**config.mk**
```make
export PLATFORM = sky130hd
export DESIGN_NAME = takvim_kodlayici
export DESIGN_NICKNAME = d
export VERILOG_FILES = /design/src/rtl/takvim_pkg.sv /design/src/rtl/takvim_ay_uzunlugu.sv /design/src/rtl/takvim_kodlayici.sv
export SDC_FILE = /design/constraint.sdc
export NUM_CORES = 1
export LEC_CHECK = 0
export CORE_AREA = 3 3 107 109
export CTS_BUF_LIST = sky130_fd_sc_hd__clkbuf_8
export CTS_CLUSTER_SIZE = 16
export DETAILED_ROUTE_END_ITERATION = 10
export DIE_AREA = 0 0 110 112
export PLACE_DENSITY = 0.78
export SKIP_CTS_REPAIR_TIMING = 1
export SYNTH_ARGS = -nofsm -noshare
export SYNTH_HDL_FRONTEND = slang
export SYNTH_SLANG_ARGS = --single-unit
```
**constraint.sdc**
```tcl
create_clock -name clk -period 3.6 [get_ports clk]
set_input_delay 0.72 -clock clk [delete_from_list [all_inputs] [get_ports clk]]
set_output_delay 0.72 -clock clk [all_outputs]
set_load 0.01 [all_outputs]
```
**src/rtl/takvim_pkg.sv**
```systemverilog
// takvim_pkg: calendar constants, FSM state type and small mod-7 helper
package takvim_pkg;
    localparam logic [8:0] GUN_NORMAL_YIL  = 9'd358;
    localparam logic [8:0] GUN_ARTIK_YIL   = 9'd359;
    localparam logic [4:0] GUN_AY          = 5'd30;
    localparam logic [4:0] GUN_SUBAT       = 5'd28;
    localparam logic [4:0] GUN_SUBAT_ARTIK = 5'd29;
    localparam logic [3:0] AY_SAYISI       = 4'd12;
    localparam logic [4:0] SAAT_GUN        = 5'd24;
    localparam logic [3:0] SUBAT_INDEKS    = 4'd1;
    localparam logic [3:0] HAFTA           = 4'd7;
    // 358 % 7 = 1, 359 % 7 = 2
    localparam logic [3:0] KAYMA_NORMAL_YIL = 4'd1;
    localparam logic [3:0] KAYMA_ARTIK_YIL  = 4'd2;

    typedef enum logic [1:0] {BOSTA, YIL, AY, SON} durum_t;

    // single compare-and-subtract; valid for x < 14
    function automatic logic [2:0] mod7(input logic [3:0] x);
        return x >= HAFTA ? 3'(x - HAFTA) : x[2:0];
    endfunction
endpackage

```
**src/rtl/takvim_ay_uzunlugu.sv**
```systemverilog
// takvim_ay_uzunlugu: month length and length mod 7 for a month index and leap flag
// ports: ay (0-based month), artik (leap year) -> uzunluk (days), kayma (days mod 7)
module takvim_ay_uzunlugu
    import takvim_pkg::*;
(
    input  logic [3:0] ay,
    input  logic       artik,
    output logic [4:0] uzunluk,
    output logic [2:0] kayma
);
    always_comb begin
        uzunluk = ay == SUBAT_INDEKS ? (artik ? GUN_SUBAT_ARTIK : GUN_SUBAT) : GUN_AY;
        // lengths are 28..30 and 28 = 4*7, so the remainder is just the excess over 28
        kayma = 3'(uzunluk - GUN_SUBAT);
    end
endmodule

```
**src/rtl/takvim_kodlayici.sv**
```systemverilog
// takvim_kodlayici: iterative date -> absolute day/hour index and weekday encoder
// ports: clk, rst (async high); basla + yil/ay/ay_gunu/saat request;
//        mesgul busy, gecerli one-cycle result strobe, hata invalid request,
//        toplam_gun, toplam_saat, haftanin_gunu, artik_yil results
module takvim_kodlayici
    import takvim_pkg::*;
#(
    parameter int MAX_YIL = 20
) (
    input  logic        clk,
    input  logic        rst,
    input  logic        basla,
    input  logic [4:0]  yil,
    input  logic [3:0]  ay,
    input  logic [4:0]  ay_gunu,
    input  logic [4:0]  saat,
    output logic        mesgul,
    output logic        gecerli,
    output logic        hata,
    output logic [12:0] toplam_gun,
    output logic [17:0] toplam_saat,
    output logic [2:0]  haftanin_gunu,
    output logic        artik_yil
);
    localparam logic [4:0] MAX_Y = 5'(MAX_YIL);

    durum_t durum, sonraki;
    logic [4:0]  yil_r, gun_r, saat_r, i;
    logic [3:0]  ay_r;
    logic        artik_r, hata_r;
    logic [12:0] acc;
    logic [2:0]  hg;
    logic [4:0]  ay_uzun;
    logic [2:0]  ay_kayma, gun_kayma, hg_son;
    logic [12:0] gun_top;
    logic [17:0] gun18, saat_top;
    logic        bosta, artik_giris, gecersiz, son_yil, son_ay, yil_artik;

    assign bosta       = durum == BOSTA;
    assign artik_giris = yil[1:0] == 2'd0;
    assign son_yil     = i == yil_r - 5'd1;
    assign son_ay      = i == {1'b0, 4'(ay_r - 4'd1)};
    assign yil_artik   = i[1:0] == 2'd0;

    // validation looks at the live inputs, the AY loop at the latched month counter
    takvim_ay_uzunlugu u_ay (
        .ay      (bosta ? ay : i[3:0]),
        .artik   (bosta ? artik_giris : artik_r),
        .uzunluk (ay_uzun),
        .kayma   (ay_kayma)
    );

    assign gecersiz = yil > MAX_Y || ay >= AY_SAYISI || saat >= SAAT_GUN || ay_gunu >= ay_uzun;

    // 8 = 1 (mod 7), so x mod 7 = (x[4:3] + x[2:0]) mod 7 with the sum below 14
    assign gun_kayma = mod7(4'(gun_r[4:3]) + 4'(gun_r[2:0]));
    assign hg_son    = mod7({1'b0, hg} + {1'b0, gun_kayma});
    assign gun_top   = acc + 13'(gun_r);
    assign gun18     = 18'(gun_top);
    assign saat_top  = (gun18 << 4) + (gun18 << 3) + 18'(saat_r);

    always_ff @(posedge clk or posedge rst)
        if (rst) durum <= BOSTA;
        else durum <= sonraki;

    always_comb begin
        sonraki = durum;
        case (durum)
            BOSTA:   if (basla) sonraki = gecersiz ? SON : yil != 5'd0 ? YIL : ay != 4'd0 ? AY : SON;
            YIL:     if (son_yil) sonraki = ay_r != 4'd0 ? AY : SON;
            AY:      if (son_ay) sonraki = SON;
            default: sonraki = BOSTA;
        endcase
    end

    always_comb mesgul = !bosta;

    always_ff @(posedge clk or posedge rst)
        if (rst) begin
            yil_r         <= '0;
            ay_r          <= '0;
            gun_r         <= '0;
            saat_r        <= '0;
            artik_r       <= 1'b0;
            hata_r        <= 1'b0;
            acc           <= '0;
            hg            <= '0;
            i             <= '0;
            gecerli       <= 1'b0;
            hata          <= 1'b0;
            toplam_gun    <= '0;
            toplam_saat   <= '0;
            haftanin_gunu <= '0;
            artik_yil     <= 1'b0;
        end else begin
            gecerli <= 1'b0;
            case (durum)
                BOSTA: if (basla) begin
                    yil_r   <= yil;
                    ay_r    <= ay;
                    gun_r   <= ay_gunu;
                    saat_r  <= saat;
                    artik_r <= artik_giris;
                    hata_r  <= gecersiz;
                    acc     <= '0;
                    hg      <= '0;
                    i       <= '0;
                end
                YIL: begin
                    acc <= acc + 13'(yil_artik ? GUN_ARTIK_YIL : GUN_NORMAL_YIL);
                    hg  <= mod7({1'b0, hg} + (yil_artik ? KAYMA_ARTIK_YIL : KAYMA_NORMAL_YIL));
                    i   <= son_yil ? 5'd0 : i + 5'd1;
                end
                AY: begin
                    acc <= acc + 13'(ay_uzun);
                    hg  <= mod7({1'b0, hg} + {1'b0, ay_kayma});
                    i   <= i + 5'd1;
                end
                default: begin
                    gecerli       <= 1'b1;
                    hata          <= hata_r;
                    artik_yil     <= artik_r;
                    toplam_gun    <= hata_r ? '0 : gun_top;
                    toplam_saat   <= hata_r ? '0 : saat_top;
                    haftanin_gunu <= hata_r ? '0 : hg_son;
                end
            endcase
        end
endmodule

```
* Word level (Yosys, flattened, before mapping)
Index checks and enable logic that the tools add are counted.
** Word-level totals
- Flip-flop bits (word level) :: 81
- Input bits :: 22
- Output and inout port bits :: 38
- Word-level logic and storage cells :: 93
** Operators by class
- Add/sub/neg operators :: 17
- Order comparisons :: 8
- Equality and inequality tests :: 8
- Multiplexer cells :: 29
- Reductions and logical operators :: 15
** Operator list (number)
- one-hot mux 13 bit (3 select lines) :: 1
- adder 13 x 5 -> 13 bit :: 2
- 2-to-1 mux 13 bit :: 2
- adder 17 x 16 -> 18 bit :: 1
- adder 18 x 5 -> 18 bit :: 1
- 2-to-1 mux 18 bit :: 1
- 2-to-1 mux 3 bit :: 6
- greater-or-equal comparator 4 x 3 -> 1 bit (second input constant) :: 4
- one-hot mux 5 bit (3 select lines) :: 1
- subtractor 3 bit (second input constant) :: 5
- 2-to-1 mux 2 bit :: 7
- adder 13 x 9 -> 13 bit :: 1
- 2-to-1 mux 5 bit :: 2
- one-hot mux 3 bit (3 select lines) :: 1
- adder 3 x 3 -> 4 bit :: 2
- nonzero test 4 bit :: 2
- logical NOT 2 bit :: 3
- 2-to-1 mux 1 bit :: 6
- inequality test 2 bit (second input constant) :: 3
- one-hot mux 2 bit (3 select lines) :: 1
- adder 5 x 1 -> 5 bit (second input constant) :: 1
- equality test 5 x 4 -> 1 bit :: 1
- equality test 5 bit :: 1
- greater-or-equal comparator 5 bit :: 1
- other kinds (18) :: 21

* Longest topological paths before layout
- Depth after elaboration :: 9
- Mapped depth :: 18
- Mapped depth without buffers :: 18

* Modules after synthesis
A second synthesis with hierarchy kept.
** Second synthesis, totals
- Cell total of the unflattened synthesis :: 613
- Area, all modules :: 5878.1 µm²
** Modules (own cells, without submodules)
- takvim_kodlayici :: instances 1, cells an instance 602, area each 5801.8 µm², sequential area each 2026.9 µm²
- takvim_ay_uzunlugu :: instances 1, cells an instance 11, area each 76.3 µm², sequential area each 0.0 µm²

* Worst setup path before layout
Ideal clock, no wire load.
- Path kind :: reg-to-reg
- Start point :: register gun_r[0]
- End point :: register toplam_saat[15]
- Setup time :: 0.126 ns
- Data arrival time :: 3.522 ns
- Slack :: -0.049 ns
- Cell stages (with the launch flop) :: 16
- Buffers on the path :: 0
- Period minus slack after synthesis :: 3.649 ns
- Cells stage by stage :: dfrtp_1 > ha_1 > fa_1 > a21o_1 > a21oi_1 > o21bai_1 > nand4_1 > xor2_1 > inv_1 > ha_1 > ha_1 > a21o_1 > a31o_2 > a21oi_1 > o21ai_0 > a221o_1
** On the way
- Longest elaborated chain between the ends :: 4
** RTL lines
- start, declared :: line takvim_kodlayici.sv:28 : logic [4:0] yil_r, gun_r, saat_r, i;
- start signal, assigned :: line takvim_kodlayici.sv:101 : gun_r <= ay_gunu;
- adder 13 x 5 -> 13 bit :: line takvim_kodlayici.sv:58 : assign gun_top = acc + 13'(gun_r);
- adder 17 x 16 -> 18 bit :: line takvim_kodlayici.sv:60 : assign saat_top = (gun18 << 4) + (gun18 << 3) + 18'(saat_r);
- adder 18 x 5 -> 18 bit :: line takvim_kodlayici.sv:60
- 2-to-1 mux 18 bit :: line takvim_kodlayici.sv:124 : toplam_saat <= hata_r ? '0 : saat_top;
- end signal, assigned :: line takvim_kodlayici.sv:124
- end, declared :: line takvim_kodlayici.sv:21 : output logic [17:0] toplam_saat,
Every way passes these cells.
A chain may end at the register's enable or synchronous reset.

* Worst setup path in the final report
- Start point :: register gun_r[0]
- End point :: register haftanin_gunu[2]
** On the way
- Longest elaborated chain between the ends :: 7
** RTL lines
- adder 2 x 3 -> 4 bit * :: line takvim_kodlayici.sv:56 : assign gun_kayma = mod7(4'(gun_r[4:3]) + 4'(gun_r[2:0]));
- greater-or-equal comparator 4 x 3 -> 1 bit / subtractor 3 bit (equally long branches) :: line takvim_pkg.sv:20 : return x >= HAFTA ? 3'(x - HAFTA) : x[2:0];
- 2-to-1 mux 3 bit * :: line takvim_pkg.sv:20
- adder 3 x 3 -> 4 bit * :: line takvim_kodlayici.sv:57 : assign hg_son = mod7({1'b0, hg} + {1'b0, gun_kayma});
- greater-or-equal comparator 4 x 3 -> 1 bit / subtractor 3 bit (equally long branches) :: line takvim_pkg.sv:20
- 2-to-1 mux 3 bit * :: line takvim_pkg.sv:20
- 2-to-1 mux 3 bit * :: line takvim_kodlayici.sv:125 : haftanin_gunu <= hata_r ? '0 : hg_son;
- end signal, assigned :: line takvim_kodlayici.sv:125
- end, declared :: line takvim_kodlayici.sv:22 : output logic [2:0] haftanin_gunu,
Mark *: on every way between the ends. The rest lies on a longest branch, timed or not.

==> impl_metrics.xml <==
<?xml version="1.0" encoding="UTF-8"?>
<metrics>
  <group name="routing">
    <metric name="firstDrtPassIters" unit="">4</metric>
    <metric name="detail_routed_via_count_per_cell" unit="">5.71</metric>
    <metric name="dr_total_vias" unit="">4779</metric>
    <metric name="drcViolationCount" unit="">0</metric>
    <metric name="drtIter0Drc" unit="">213</metric>
    <metric name="wl_per_cell" unit="µm">16.6</metric>
    <metric name="finalWirelength" unit="mm">13.9</metric>
    <metric name="antenna_violating_nets_post_route" unit="">0</metric>
  </group>
  <group name="sta">
    <metric name="timing.final.ws_setup" unit="ns">-0.0487</metric>
    <metric name="timing.final.max_slew_violations" unit="">0</metric>
    <metric name="fin_worst_skew" unit="ns">0.0126</metric>
    <metric name="transition_time_at_the_pin_with_the_least_slew_margin" unit="ns">0.748</metric>
    <metric name="period_needed" unit="ns">3.65</metric>
    <metric name="grt_setup_unrepaired" unit="">yes</metric>
    <metric name="clock.fmax" unit="MHz">274</metric>
    <metric name="timing.max_slew.rel_slack" unit="%">50.1</metric>
    <metric name="finish_stage_setup_viols" unit="">1</metric>
    <metric name="final_min_period_over_clock_period" unit="%">101</metric>
    <metric name="report.final.hold_viol_count" unit="">0</metric>
    <metric name="worst_hold_slack" unit="ns">0.486</metric>
  </group>
  <group name="synth">
    <metric name="post_synth_inst_count" unit="">575</metric>
    <metric name="synth.yosys.seq_area_share" unit="%">35.9</metric>
    <metric name="netlist-cell-type-count" unit="">74</metric>
    <metric name="netlist_area" unit="µm²">5650</metric>
    <metric name="synth_async_sr_flop_share" unit="%">100</metric>
    <metric name="yosys-top-cells-area" unit="">sky130_fd_sc_hd__dfrtp_1, sky130_fd_sc_hd__ha_1, sky130_fd_sc_hd__mux2_2</metric>
    <metric name="synth.ff_latch_count" unit="">81</metric>
    <metric name="synth_top_cell_area_share" unit="%">35.9</metric>
    <metric name="synth_fp_nets" unit="">661</metric>
    <metric name="yosys_warnings" unit="">0</metric>
    <metric name="synth_area_leader_cell" unit="">sky130_fd_sc_hd__dfrtp_1</metric>
    <metric name="synth_area_per_cell" unit="µm²">9.82</metric>
    <metric name="synth_ff_type" unit="">sky130_fd_sc_hd__dfrtp_1</metric>
    <metric name="synth-edff-count" unit="">0</metric>
  </group>
  <group name="outcome">
    <metric name="violations" unit="">negative setup slack</metric>
    <metric name="result_of_the_run" unit="">finished, violations left</metric>
  </group>
  <group name="final_layout">
    <metric name="n_fill_cell" unit="">792</metric>
    <metric name="post_route_cells_drive_above_1_share" unit="%">23.7</metric>
    <metric name="post-route-util" unit="%">67.7</metric>
    <metric name="antenna_cells" unit="">0</metric>
    <metric name="flow.area_growth_from_synthesis" unit="%">28.1</metric>
    <metric name="finish.cell_count_without_fillers" unit="">837</metric>
    <metric name="nNetsFinal" unit="">778</metric>
  </group>
  <group name="worst_setup_path">
    <metric name="cp_data_required_time" unit="ns">3.90</metric>
    <metric name="arrival" unit="ns">3.95</metric>
    <metric name="critical_path_class" unit="">reg -&gt; reg</metric>
    <metric name="critical_path_peak_fanout" unit="">2</metric>
    <metric name="critPathLaunchType" unit="">flip-flop</metric>
    <metric name="endpoint_kind" unit="">flip-flop</metric>
  </group>
  <group name="placement">
    <metric name="detailed_place_hpwl" unit="mm">10.3</metric>
    <metric name="placed_cells_incl_taps" unit="">810</metric>
    <metric name="routabilityCongestion" unit="">0.866</metric>
    <metric name="portBuffers" unit="">59</metric>
    <metric name="pre_cts_slack" unit="ns">-0.402</metric>
  </group>
  <group name="grt">
    <metric name="grt_start_max_net_pins" unit="">48</metric>
    <metric name="antenna_violations_before_repair" unit="">0</metric>
    <metric name="groute.usage.overall" unit="%">22.7</metric>
    <metric name="grt-ovfl-total" unit="">0</metric>
    <metric name="vias_in_the_first_global_route" unit="">4888</metric>
    <metric name="grt_first_pass_wirelength" unit="mm">22.5</metric>
  </group>
  <group name="clock_network">
    <metric name="number_of_buffers_on_the_longest_clock_path" unit="">2</metric>
    <metric name="clock_tree.htree_level_count" unit="">3</metric>
    <metric name="clock_latency" unit="ns">0.36</metric>
    <metric name="numCtsBuffers" unit="">9</metric>
    <metric name="root_buffer" unit="">sky130_fd_sc_hd__clkbuf_8</metric>
    <metric name="cts_tree" unit="">built</metric>
    <metric name="clk_transition_reported_paths" unit="ns">0.09</metric>
    <metric name="clock_sinks" unit="">81</metric>
  </group>
  <group name="floorplan">
    <metric name="die_height" unit="µm">112</metric>
    <metric name="fp.dieW" unit="µm">110</metric>
    <metric name="initial_core_util" unit="%">52.8</metric>
    <metric name="core" unit="µm²">10700</metric>
    <metric name="std_cell_rows" unit="">38</metric>
    <metric name="total_die_area" unit="µm²">12300</metric>
    <metric name="io_pins" unit="">60</metric>
  </group>
  <group name="run">
    <metric name="max_cap_viol_count" unit="">0</metric>
  </group>
  <group name="min_path">
    <metric name="min_path_type" unit="">reg -&gt; reg</metric>
  </group>
</metrics>
==> worst max-delay path, cell delays in order (launching register included) <==
cell	delay, ns
sky130_fd_sc_hd__dfrtp_1	0.41
sky130_fd_sc_hd__buf_6	0.13
sky130_fd_sc_hd__ha_4	0.16
sky130_fd_sc_hd__fa_1	0.57
sky130_fd_sc_hd__ha_2	0.21
sky130_fd_sc_hd__inv_2	0.05
sky130_fd_sc_hd__o21ai_2	0.12
sky130_fd_sc_hd__nand2_1	0.07
sky130_fd_sc_hd__o21ai_2	0.09
sky130_fd_sc_hd__buf_4	0.14
sky130_fd_sc_hd__mux2_2	0.33
sky130_fd_sc_hd__inv_1	0.07
sky130_fd_sc_hd__fa_1	0.44
sky130_fd_sc_hd__inv_1	0.08
sky130_fd_sc_hd__ha_2	0.21
sky130_fd_sc_hd__inv_1	0.08
sky130_fd_sc_hd__nor2_1	0.10
sky130_fd_sc_hd__nand2_1	0.06
sky130_fd_sc_hd__a21oi_1	0.16
sky130_fd_sc_hd__a21o_1	0.11
==> flip-flops by register name, summed over array words and instances, names as in the netlist, 4 cells and up <==
register,flops
yil_r,5
saat_r,5
toplam_saat,18
acc,13
ay_r,4
toplam_gun,13
i,5
gun_r,5
==> metal layers <==
metal	GRT usage, %	part of all wire [%]	vias up
li1	-	-	2303
met1	28.4	42	2346
met2	39.0	52	103
met3	3.54	3.7	27
met4	8.31	2.2	0
met5	0	0	-
==> per-stage QoR <==
step           cell area (µm²)  setup TNS, ns
2_1_floorplan             5660              0
3_3_place_gp              6750         -0.340
3_5_place_dp              6750          -1.12
4_1_cts                   6960         -0.870
5_1_grt                   7240         -0.599
6_report                  7240        -0.0487
==> worst paths after layout <==
| check | start | cells after the start | slack, ns | end |
|---|---|---|---|---|
| worst min register to register | toplam_saat[8]$_DFFE_PP0P_ | 2 | 0.49 | toplam_saat[8]$_DFFE_PP0P_ |
| worst max register to register | gun_r[0]$_DFFE_PP0P_ | 19 | -0.05 | haftanin_gunu[2]$_DFFE_PP0P_ |
| max in group asynchronous | rst | 3 | 2.07 | acc[11]$_DFFE_PP0P_ |
| worst min-delay path | toplam_saat[8]$_DFFE_PP0P_ | 2 | 0.49 | toplam_saat[8]$_DFFE_PP0P_ |
| min in group asynchronous | rst | 2 | 0.80 | toplam_saat[2]$_DFFE_PP0P_ |
| worst max-delay path | gun_r[0]$_DFFE_PP0P_ | 19 | -0.05 | haftanin_gunu[2]$_DFFE_PP0P_ |
==> cells by family after synthesis <==
logic type	count (synthesis)	share of synthesized area [%]
buffers and inverters	60	4.39
XOR/XNOR	48	7.57
AND/OR/NAND/NOR	144	12.0
multiplexers	25	5.03
AO/OA/AOI/OAI	153	19.9
flip-flops	81	35.9
adder cells (fa/ha/maj)	64	15.2
==> cell type report <==
class | count | area [µm²] | share of cell area [%]
clock inverters | 6 | 66.3 | 0.916
well taps | 140 | 175 | 2.42
flip-flops and latches | 81 | 2030 | 28.0
inverters | 41 | 154 | 2.13
clock buffers | 10 | 138 | 1.90
repair buffers | 125 | 1100 | 15.3
multi-input cells | 434 | 3570 | 49.4
==> cell usage in the layout, fill, tap and decap left out, drive strengths merged, types with 3 or more instances in the layout <==
cell           instances
inv                   42
a31oi                  4
nand4                  3
fa                     8
nor3                   8
nor2                  34
nand2                 54
xnor2                 28
a211oi                 3
clkbuf                10
o21bai                 4
xor2                  20
nand2b                 7
o21a                   3
nor2b                  3
a22oi                  4
a21o                  13
o2bb2ai               14
nand3b                 3
o31ai                  3
a22o                  17
a21oi                 26
or3                    3
o21ai                 38
o211ai                 3
buf                   66
clkinv                 4
clkdlybuf4s50         58
dfrtp                 81
nand3                 17
mux2                  24
ha                    56
==> cell usage after synthesis, types with 3 or more instances <==
library cell	instances
sky130_fd_sc_hd__nand3_1	17
sky130_fd_sc_hd__buf_2	4
sky130_fd_sc_hd__xnor2_1	28
sky130_fd_sc_hd__o21ai_0	33
sky130_fd_sc_hd__fa_1	8
sky130_fd_sc_hd__nor2_1	33
sky130_fd_sc_hd__a22o_1	17
sky130_fd_sc_hd__a31oi_1	4
sky130_fd_sc_hd__o2bb2ai_1	14
sky130_fd_sc_hd__clkbuf_1	9
sky130_fd_sc_hd__xor2_1	19
sky130_fd_sc_hd__nor2b_1	3
sky130_fd_sc_hd__nor3_1	8
sky130_fd_sc_hd__o21bai_1	3
sky130_fd_sc_hd__nand2b_1	7
sky130_fd_sc_hd__o21ai_1	4
sky130_fd_sc_hd__buf_1	3
sky130_fd_sc_hd__or3_1	3
sky130_fd_sc_hd__a21oi_1	25
sky130_fd_sc_hd__mux2_2	22
sky130_fd_sc_hd__a21o_1	13
sky130_fd_sc_hd__o21a_1	3
sky130_fd_sc_hd__ha_1	56
sky130_fd_sc_hd__dfrtp_1	81
sky130_fd_sc_hd__inv_1	40
sky130_fd_sc_hd__nand3b_1	3
sky130_fd_sc_hd__a22oi_1	4
sky130_fd_sc_hd__nand4_1	3
sky130_fd_sc_hd__nand2_1	54
Power is left out: the tool's default activity adds up to more than one toggle a clock period on the data nets, which glitch-free logic cannot reach.
